File: src/rtl/key_command_filter_if.sv
// Keycode handshake between the HID keycode register, the command filter and the ball block.
interface key_command_filter_if;
  logic [7:0] keycode_in;
  logic [7:0] keycode_out;
  logic [7:0] held_code;
  logic       key_press;
  logic       key_release;
  logic [7:0] hold_frames;

  modport master (
    output keycode_in,
    input  keycode_out, held_code, key_press, key_release, hold_frames
  );

  modport slave (
    input  keycode_in,
    output keycode_out, held_code, key_press, key_release, hold_frames
  );
endinterface

File: src/rtl/key_command_filter.sv
// Per-frame W/S/A/D keycode debouncer and command pulse generator for the ball block.
// Optional auto-repeat is compiled in when KEY_CMD_AUTOREPEAT_EN is defined.
module key_command_filter #(
  parameter int unsigned DEBOUNCE_FRAMES = 2,
  parameter int unsigned REPEAT_DELAY    = 30,
  parameter int unsigned REPEAT_PERIOD   = 6
) (
  input  logic                 frame_clk,
  input  logic                 Reset,
  key_command_filter_if.slave  cmd_if
);

  localparam logic [3:0] STABLE_MIN  = 4'(DEBOUNCE_FRAMES - 1);
`ifdef KEY_CMD_AUTOREPEAT_EN
  localparam logic [7:0] DELAY_LAST  = 8'(REPEAT_DELAY - 1);
  localparam logic [7:0] PERIOD_LAST = 8'(REPEAT_PERIOD - 1);

  typedef enum logic [1:0] {IDLE = 2'd0, HELD = 2'd1, REPEAT = 2'd2} state_t;
`else
  typedef enum logic [1:0] {IDLE = 2'd0, HELD = 2'd1} state_t;
`endif

  function automatic logic [7:0] whitelist(input logic [7:0] code);
    case (code)
      8'h1A, 8'h16, 8'h04, 8'h07: whitelist = code;
      default:                    whitelist = 8'h00;
    endcase
  endfunction

  state_t     state_q;
  logic [7:0] prev_in_q, prev_in_d;
  logic [3:0] run_cnt_q, run_cnt_d;
  logic [7:0] held_q;
  logic [7:0] kout_q;
  logic       press_q;
  logic       release_q;
  logic [7:0] hold_q;
`ifdef KEY_CMD_AUTOREPEAT_EN
  logic [7:0] rpt_cnt_q;
`endif
  logic       stable;
  logic [7:0] hold_sat_inc;

  // Sampler next-state and stability decode from the registered sampler state.
  always_comb begin
    prev_in_d = whitelist(cmd_if.keycode_in);
    run_cnt_d = 4'd0;
    if (prev_in_d != prev_in_q) begin
      run_cnt_d = 4'd0;
    end else if (run_cnt_q == 4'd15) begin
      run_cnt_d = 4'd15;
    end else begin
      run_cnt_d = run_cnt_q + 4'd1;
    end
    stable       = (run_cnt_q >= STABLE_MIN);
    hold_sat_inc = (hold_q == 8'hFF) ? 8'hFF : hold_q + 8'd1;
  end

  // Sampler registers.
  always_ff @(posedge frame_clk) begin
    if (Reset) begin
      prev_in_q <= 8'h00;
      run_cnt_q <= 4'd0;
    end else begin
      prev_in_q <= prev_in_d;
      run_cnt_q <= run_cnt_d;
    end
  end

  // Press/hold/release FSM; pulse outputs fall back to zero every frame.
  always_ff @(posedge frame_clk) begin
    if (Reset) begin
      state_q   <= IDLE;
      held_q    <= 8'h00;
      kout_q    <= 8'h00;
      press_q   <= 1'b0;
      release_q <= 1'b0;
      hold_q    <= 8'h00;
`ifdef KEY_CMD_AUTOREPEAT_EN
      rpt_cnt_q <= 8'h00;
`endif
    end else begin
      press_q   <= 1'b0;
      release_q <= 1'b0;
      kout_q    <= 8'h00;
      case (state_q)
        IDLE: begin
          if (stable && (prev_in_q != 8'h00)) begin
            state_q <= HELD;
            held_q  <= prev_in_q;
            kout_q  <= prev_in_q;
            press_q <= 1'b1;
            hold_q  <= 8'h00;
          end else begin
            state_q <= IDLE;
          end
        end
        HELD: begin
          // Only a stable different code (including "no key") ends the hold.
          if (stable && (prev_in_q != held_q)) begin
            state_q   <= IDLE;
            release_q <= 1'b1;
            held_q    <= 8'h00;
            hold_q    <= 8'h00;
          end else begin
            hold_q <= hold_sat_inc;
`ifdef KEY_CMD_AUTOREPEAT_EN
            if (hold_q == DELAY_LAST) begin
              state_q   <= REPEAT;
              kout_q    <= held_q;
              rpt_cnt_q <= 8'h00;
            end else begin
              state_q <= HELD;
            end
`else
            state_q <= HELD;
`endif
          end
        end
`ifdef KEY_CMD_AUTOREPEAT_EN
        REPEAT: begin
          if (stable && (prev_in_q != held_q)) begin
            state_q   <= IDLE;
            release_q <= 1'b1;
            held_q    <= 8'h00;
            hold_q    <= 8'h00;
          end else begin
            hold_q <= hold_sat_inc;
            if (rpt_cnt_q == PERIOD_LAST) begin
              kout_q    <= held_q;
              rpt_cnt_q <= 8'h00;
            end else begin
              rpt_cnt_q <= rpt_cnt_q + 8'd1;
            end
          end
        end
`endif
        default: begin
          state_q <= IDLE;
          held_q  <= 8'h00;
          hold_q  <= 8'h00;
        end
      endcase
    end
  end

  assign cmd_if.keycode_out = kout_q;
  assign cmd_if.held_code   = held_q;
  assign cmd_if.key_press   = press_q;
  assign cmd_if.key_release = release_q;
  assign cmd_if.hold_frames = hold_q;

endmodule

File: src/flat_wrapper.sv
// flat-port wrapper written by rule: the top's interface ports become plain ports
module key_command_filter_flat 
#(
  parameter int unsigned DEBOUNCE_FRAMES = 2,
  parameter int unsigned REPEAT_DELAY    = 30,
  parameter int unsigned REPEAT_PERIOD   = 6
)
  (frame_clk, Reset, cmd_if_keycode_in, cmd_if_keycode_out, cmd_if_held_code, cmd_if_key_press, cmd_if_key_release, cmd_if_hold_frames);
  key_command_filter_if cmd_if_i ();
  input  logic frame_clk;
  input  logic Reset;
  input wire logic [$bits(cmd_if_i.keycode_in)-1:0] cmd_if_keycode_in;
  output wire logic [$bits(cmd_if_i.keycode_out)-1:0] cmd_if_keycode_out;
  output wire logic [$bits(cmd_if_i.held_code)-1:0] cmd_if_held_code;
  output wire logic [$bits(cmd_if_i.key_press)-1:0] cmd_if_key_press;
  output wire logic [$bits(cmd_if_i.key_release)-1:0] cmd_if_key_release;
  output wire logic [$bits(cmd_if_i.hold_frames)-1:0] cmd_if_hold_frames;
  assign cmd_if_i.keycode_in = cmd_if_keycode_in;
  assign cmd_if_keycode_out = cmd_if_i.keycode_out;
  assign cmd_if_held_code = cmd_if_i.held_code;
  assign cmd_if_key_press = cmd_if_i.key_press;
  assign cmd_if_key_release = cmd_if_i.key_release;
  assign cmd_if_hold_frames = cmd_if_i.hold_frames;
  key_command_filter #(.DEBOUNCE_FRAMES(DEBOUNCE_FRAMES), .REPEAT_DELAY(REPEAT_DELAY), .REPEAT_PERIOD(REPEAT_PERIOD)) u_core (.frame_clk(frame_clk), .Reset(Reset), .cmd_if(cmd_if_i));
endmodule
File: config.mk
export PLATFORM = sky130hd
export DESIGN_NAME = key_command_filter_flat
export DESIGN_NICKNAME = d
export VERILOG_FILES = /design/src/rtl/key_command_filter_if.sv /design/src/rtl/key_command_filter.sv /design/src/flat_wrapper.sv
export SDC_FILE = /design/constraint.sdc
export NUM_CORES = 1
export LEC_CHECK = 0
export BUFFER_PORTS_ARGS = -buffer_cell sky130_fd_sc_hd__buf_2
export CAP_MARGIN = 25
export CORE_MARGIN = 5
export CORE_UTILIZATION = 54
export CTS_CLUSTER_SIZE = 8
export DETAILED_ROUTE_END_ITERATION = 16
export MAX_ROUTING_LAYER = met4
export PLACE_DENSITY = 0.78
export REMOVE_ABC_BUFFERS = 1
export SETUP_SLACK_MARGIN = 0.2
export SLEW_MARGIN = 15
export SYNTH_ARGS = -nofsm -noshare
export SYNTH_HDL_FRONTEND = slang
export SYNTH_SLANG_ARGS = --single-unit
File: constraint.sdc
create_clock -name frame_clk -period 2.8 [get_ports frame_clk]
set_input_delay 0.28 -clock frame_clk [delete_from_list [all_inputs] [get_ports frame_clk]]
set_output_delay 0.28 -clock frame_clk [all_outputs]
set_load 0.02 [all_outputs]
==> results of run 1 <==
## per-layer routing
layer | up-vias | GRT usage (%)
li1 | 731 | -
met1 | 645 | 23.7
met2 | 28 | 27.5
met3 | 6 | 5.49
met4 | 0 | 7.59
met5 | - | -
## worst register-to-register path, cell delays in order (launching register included)
cell and delay, ns:
dfxtp_1 0.37, inv_1 0.07, ha_1 0.17, or4b_2 0.62, o31ai_1 0.10, nor3b_2 0.40, o21bai_2 0.28, a22o_1 0.17
## layout make-up
cell class              instances  share of cell area [%]
flip-flops and latches         39                    37.6
clock buffers                   5                    1.81
clock inverters                 3                    2.11
well taps                      46                    2.77
repair buffers                 36                    8.79
inverters                       9                    1.63
multi-input cells             127                    45.3
## power by group through the flow
stage          Clock, mW  Combinational [mW]  Sequential (mW)
3_5_place_dp           0              0.0816            0.585
6_report           0.376              0.0813            0.573
5_1_grt            0.412              0.0917            0.575
3_3_place_gp           0              0.0806            0.585
2_1_floorplan          0              0.0462            0.589
4_1_cts            0.390              0.0822            0.573
## Yosys cell counts (4+ instances only)
library cell   n  area share (%)
inv_1          9             1.9
nor4_1         6             2.1
nand2b_1       4             1.4
ha_1           4             2.8
dfxtp_1       39              44
and2_1         6             2.1
o21ai_0        7             2.0
xor2_1        11             5.4
a22o_1         8             3.9
nor3_1        10             2.8
nor2_1         8             1.7
nand3_1        7             2.0
## sequential cells by signal, indices dropped and copies added, names as in the netlist
signal,flops
u_core.state_q,1
u_core.run_cnt_q,4
u_core.cmd_if.held_code,8
u_core.cmd_if.keycode_out,8
u_core.prev_in_q,8
u_core.cmd_if.key_release,1
u_core.cmd_if.key_press,1
u_core.cmd_if.hold_frames,8
## path summary, 6_finish.rpt
check                                                              from                                       to  slack [ns]
worst max-delay path                     u_core.run_cnt_q[1]$_SDFF_PP0_  u_core.cmd_if.held_code[7]$_SDFFE_PP0P_        0.58
worst min-delay path                               cmd_if_keycode_in[2]           u_core.prev_in_q[3]$_SDFF_PP0_        0.13
worst max register to register           u_core.run_cnt_q[1]$_SDFF_PP0_  u_core.cmd_if.held_code[7]$_SDFFE_PP0P_        0.58
worst min register to register  u_core.cmd_if.held_code[0]$_SDFFE_PP0P_  u_core.cmd_if.held_code[0]$_SDFFE_PP0P_        0.52
## cells by family after synthesis
| logic type | Yosys count | synth area share [%] |
|---|---|---|
| compound gates | 38 | 17.5 |
| xor+xnor | 12 | 5.86 |
| fa+ha+maj | 4 | 2.79 |
| buf+inv | 15 | 4.33 |
| flops | 39 | 43.5 |
| mux | 2 | 1.26 |
| other cells | 1 | 0.209 |
| simple gates | 68 | 24.5 |
==> Implementation_results.wiki, run 1 <==
{| class="wikitable"
! Metric !! Value
|-
| Synthesized flop and latch total || 39
|-
| Instance area at placement || ~2000 um^2
|-
| DRC marker count from the first detailed-route iteration || between 50 and 60
|-
| Proportion of power drawn by flip-flops and latches || ~56%
|-
| Type of destination of the critical path || flop
|-
| Routed wire length on met2 || 1640 um
|-
| Peak supply drop || between 0.3 and 0.4 mV
|-
| Die Footprint || 4570 um^2
|-
| Switching part of the total power || between 20% and 30%
|-
| Number of cells upsized or downsized after cts || 0
|-
| Clock insertion delay at the later pin of the skew report || 0.35 ns
|-
| Antenna-violating nets left || 0
|-
| Sum Neg Setup Slack || 0 ns
|-
| Smallest hold slack || 0.127 ns
|-
| TritonRoute pass-1 iters || 4
|-
| CTS Sinks || 39
|-
| Final critical-path required period || approximately 2.2 ns
|-
| Post-synthesis cell type count || 55
|-
| Uppermost routed layer || met4
|-
| Synthesis-to-layout area growth || 15.9%
|-
| Cell type of the slowest stage on the worst timing path || or4b_2
|-
| Deepest level of the CTS H-tree || 2
|-
| M1 wire length || ~1700 um
|-
| Residual DRC || 0
|-
| Antenna diode count || 0
|-
| Max Buffers Root-to-Sink || 2
|-
| Cell Pwr Density || 496 nW/um^2
|-
| Path class of the lowest-slack min-delay path || in -> reg
|-
| Syn Area/Cell || roughly 10 um^2
|-
| Number of cell instances on the worst register-to-register path || 7
|-
| Worst-path fanout max || 8
|-
| Reported max-cap violation count || 0
|-
| CTS Root Buffer Type || clkbuf_4
|-
| Number of setup violations in the final report || 0
|-
| Final total power || between 1 and 1.5 mW
|-
| Final Instance Count excl. Fillers || between 200 and 300
|-
| Number of enable flip-flop cells after synthesis || 0
|-
| Setup repair after global routing missed its margin || false
|-
| Via count || between 1000 and 1500
|-
| Share of final-layout standard cells stronger than drive strength 1 || between 20% and 30%
|-
| Type of the worst setup path || reg -> reg
|-
| Chain of cells forming the critical path || inv_1, ha_1, or4b_2, o31ai_1, nor3b_2, o21bai_2, a22o_1
|-
| Leading cell type in the layout, fill and taps excluded || dfxtp_1
|-
| Result of the run || finished clean
|-
| Final weighted congestion in routability-driven placement || 0.811
|-
| Type of element launching the critical path || flop
|-
| Net count of the finished layout || around 230
|-
| Async set or reset register ratio after synthesis || 0%
|-
| Cell Area, Synth || about 1800 um^2
|-
| I/O pin cnt || 36
|-
| Wire length reported by the detailed router || 3530 um
|-
| Cell Count Post-Placement || between 200 and 300
|-
| Critical path buffer and inverter count || 1
|-
| Leakage power || between 0.9 and 1 nW
|-
| Final period utilization || a little under 80%
|-
| Placed wire-length estimate after detailed placement || around 2700 um
|-
| Clock tree from TritonCTS || yes
|-
| Vias in the first global route || approximately 1400
|-
| Fin worst setup slack || approximately 0.58 ns
|-
| Final non-filler cell area || 2080 um^2
|-
| Top flip-flop cell by instance count after synthesis || dfxtp_1
|-
| Footprint of the multi-input gates || 942 um^2
|-
| Largest net degree at the start of global routing || 14
|-
| Setup Slack @ Placement || between 0.5 and 0.6 ns
|-
| Top Family by Delay on Critical Path || simple AND/OR/NAND/NOR gates
|-
| Clock transition time at the flip-flop clock pins of the worst setup and hold paths || roughly 0.11 ns
|-
| Internal power || ~0.78 mW
|-
| CP max stage delay || around 0.62 ns
|-
| Worst Clk Skew || a little under 0.002 ns
|-
| Cell count of the worst hold path || 2
|-
| Port Buf Inserts || 35
|-
| Placeable core region || 3280 um^2
|-
| Critical Path AT || roughly 2.5 ns
|-
| Initial Util || between 50% and 60%
|-
| Die span in y || ~68 um
|-
| Part of the total power dissipated in combinational logic || ~7.9%
|-
| Final standard cell utilization of the core || 63.3%
|-
| Combined flip-flop and latch cell area || 781 um^2
|-
| Width of the die || a little under 70 um
|-
| Final max-slew violation count || 0
|-
| Slew Limit Headroom || a little over half
|-
| Cell count along the critical path || 7
|-
| Sequential element share of the synthesized area || between 40% and 50%
|-
| Total Routing Usage GR || between 10% and 20%
|-
| Post-CTS Setup Repair Bufs || 0
|-
| Congestion Overflow GR || 0
|-
| Final hold vios || 0
|-
| Most frequent cells in the layout || dfxtp_1 (39), buf_2 (35), xor2_1 (11)
|-
| Row cnt || 21
|-
| Number of instances in the synthesized netlist || roughly 180
|-
| Number of clock buffers inserted by TritonCTS || 5
|-
| Tightest Pin Transition || 0.685 ns
|-
| Average detailed-routed wire length per instance || 13.3 um
|-
| Hold buffer count at cts || 0
|-
| Ys Warns || 0
|-
| Mean number of vias per cell || roughly 5.3
|-
| Required time worst endpoint || between 3 and 4 ns
|-
| Count of filler cells inserted in the layout || approximately 300
|-
| Amount of wire on met3 after detailed routing || 170 um
|-
| Antenna violations before repair || 0
|-
| Fraction of power consumed by the clock network || between 30 and 40%
|-
| Maximum frequency from static timing analysis || between 400 and 500 MHz
|-
| Global-route wire length before repair || about 6200 um
|-
| Sw power || 0.247 mW
|}
Power figures use the tool's default switching activity.
==> run 2: changes to the inputs <==
- clock period: 2.8 -> 2.05 ns (I/O delays scaled with it)
==> run 2 against run 1 <==
  * Routed wire length grew 9.3%
  * Die area is the same
  * Worst setup slack lost 0.35 ns
  * Total power grew 39%
  * Via count grew 6.1%
  * Maximum frequency grew 22%
  * Hold slack lost 0.055 ns
  * Combinational power grew 77%
  * Non-clock buffer count grew 12
  * Critical path type unchanged
  * Largest power group unchanged
==> Implementation_results.wiki, run 2 (synthesis gave the netlist of run 1 again) <==
{| class="wikitable"
! Metric !! Value
|-
| Number of cell instances on the worst register-to-register path || 6
|-
| Final max-slew violation count || 0
|-
| Row cnt || 21
|-
| Leading cell type in the layout, fill and taps excluded || dfxtp_1
|-
| Most frequent cells in the layout || dfxtp_1 (36), buf_2 (35), xor2_1 (11), buf_4 (11)
|-
| Wire length reported by the detailed router || about 3900 um
|-
| Average detailed-routed wire length per instance || 13.9 um
|-
| Required time worst endpoint || 2.29 ns
|-
| Initial Util || approximately 55%
|-
| Global-route wire length before repair || 6210 um
|-
| Cell Pwr Density || 627 nW/um^2
|-
| Worst Clk Skew || ~0.0083 ns
|-
| Congestion Overflow GR || 0
|-
| Flop-to-flop setup slack || 0.23 ns
|-
| Fin worst setup slack || approximately 0.23 ns
|-
| Final period utilization || 88.9%
|-
| DRC marker count from the first detailed-route iteration || 92
|-
| Antenna diode count || 0
|-
| Antenna-violating nets left || 0
|-
| R2R Path End || u_core.cmd_if.hold_frames[4]$_SDFFE_PP0P_
|-
| Number of clock buffers inserted by TritonCTS || 5
|-
| Min-Delay Endpoint || u_core.prev_in_q[3]$_SDFF_PP0_
|-
| Result of the run || finished clean
|-
| Final weighted congestion in routability-driven placement || between 0.8 and 0.9
|-
| Number of setup violations in the final report || 0
|-
| Die Footprint || approximately 4600 um^2
|-
| Final hold vios || 0
|-
| Type of element launching the critical path || flop
|-
| Cell count of the worst hold path || 2
|-
| Share of final-layout standard cells stronger than drive strength 1 || between 30% and 40%
|-
| Clock tree from TritonCTS || yes
|-
| Synthesis-to-layout area growth || 27.5%
|-
| Clock transition time at the flip-flop clock pins of the worst setup and hold paths || roughly 0.11 ns
|-
| Largest net degree at the start of global routing || 14
|-
| Placeable core region || ~3300 um^2
|-
| Peak supply drop || roughly 0.29 mV
|-
| Via count || 1496
|-
| Placed wire-length estimate after detailed placement || about 2700 um
|-
| Critical Path AT || 2.07 ns
|-
| Smallest hold slack || 0.0711 ns
|-
| Clock insertion delay at the later pin of the skew report || 0.34 ns
|-
| Path class of the lowest-slack min-delay path || in -> reg
|-
| Mean number of vias per cell || around 5.4
|-
| Type of destination of the critical path || flop
|-
| Hold_sp || cmd_if_keycode_in[2]
|-
| Die span in y || ~68 um
|-
| Source of the worst register-to-register timing path || u_core.run_cnt_q[1]$_SDFF_PP0_
|-
| CTS Root Buffer Type || clkbuf_4
|-
| Final critical-path required period || roughly 1.8 ns
|-
| Residual DRC || 0
|-
| CTS Sinks || 39
|-
| Max Buffers Root-to-Sink || 2
|-
| Antenna violations before repair || 0
|-
| Total Routing Usage GR || 18.6%
|-
| Deepest level of the CTS H-tree || 2
|-
| Maximum frequency from static timing analysis || around 550 MHz
|-
| TritonRoute pass-1 iters || 4
|-
| Worst-path fanout max || 7
|-
| I/O pin cnt || 36
|-
| Type of the worst setup path || reg -> reg
|-
| Setup repair after global routing missed its margin || true
|-
| Net count of the finished layout || 244
|-
| Width of the die || around 68 um
|-
| Reported max-cap violation count || 0
|-
| Leakage power || 1.05 nW
|-
| Setup Slack @ Placement || -0.0886 ns
|-
| Vias in the first global route || around 1400
|-
| Port Buf Inserts || 35
|}
run 2: changes by cell type in the layout (fill, tap and decap cells not counted), sizes merged:
cell,previous run,this run
buf,36,48
run 2: worst max-delay path by stage:
stage | from | end
2_1_floorplan | u_core.run_cnt_q[0]$_SDFF_PP0_ | u_core.cmd_if.hold_frames[3]$_SDFFE_PP0P_
3_3_place_gp | u_core.run_cnt_q[1]$_SDFF_PP0_ | u_core.cmd_if.hold_frames[7]$_SDFFE_PP0P_
3_5_place_dp | u_core.run_cnt_q[1]$_SDFF_PP0_ | u_core.cmd_if.hold_frames[7]$_SDFFE_PP0P_
4_1_cts | u_core.prev_in_q[3]$_SDFF_PP0_ | u_core.cmd_if.hold_frames[7]$_SDFFE_PP0P_
5_1_grt | u_core.run_cnt_q[1]$_SDFF_PP0_ | u_core.cmd_if.hold_frames[4]$_SDFFE_PP0P_
6_report | u_core.run_cnt_q[1]$_SDFF_PP0_ | u_core.cmd_if.hold_frames[4]$_SDFFE_PP0P_
run 2: critical path, cell delays in order, from the launching register on:
cell and delay, ns:
dfxtp_2 0.34, inv_1 0.05, ha_2 0.16, or4b_4 0.50, a21boi_4 0.20, buf_6 0.16, a2111oi_4 0.32
run 2: power by group:
part,internal [mW],switching [mW]
clock,0.257,0.251
sequential,0.769,0.0135
combinational,0.0624,0.0814
total,1.09,0.345
run 2: repair_timing:
| action | 4_1_cts | 5_1_grt |
|---|---|---|
| setup buffers | 1 | 1 |
| resized for setup | 12 | 15 |
| endpoints found under the setup margin | 27 | 17 |
| hold buffers | 0 | 0 |
| pin swaps | 1 | 2 |
run 2: area by class of cell:
cell class,count,area [um^2]
clock buffer,5,37.5
timing repair buffer,48,280
sequential,39,785
tap,46,57.6
clock inverter,3,43.8
multi-input combinational,127,1050
fill,252,998
inverter,9,33.8
run 2: stage by stage:
stage                     util (%)  instance area [um^2]  TNS, ns  instances  power [mW]
after floorplan                  -                  1760    -1.16        175       0.867
after global placement        63.1                  2070  -0.0365        267       0.916
after detailed placement      63.1                  2070   -0.813        267       0.919
after CTS                     67.0                  2200        0        276        1.44
after global routing          69.6                  2290        0        277        1.50
final                         69.6                  2290        0        277        1.43
run 2: per-layer routing:
| layer | track usage, % | vias up | wire, um |
|---|---|---|---|
| met4 | 9.11 | 0 | 42 |
| met2 | 27.0 | 32 | 1860 |
| li1 | - | 761 | - |
| met5 | - | - | 0 |
| met1 | 24.7 | 699 | 1820 |
| met3 | 3.49 | 4 | 143 |
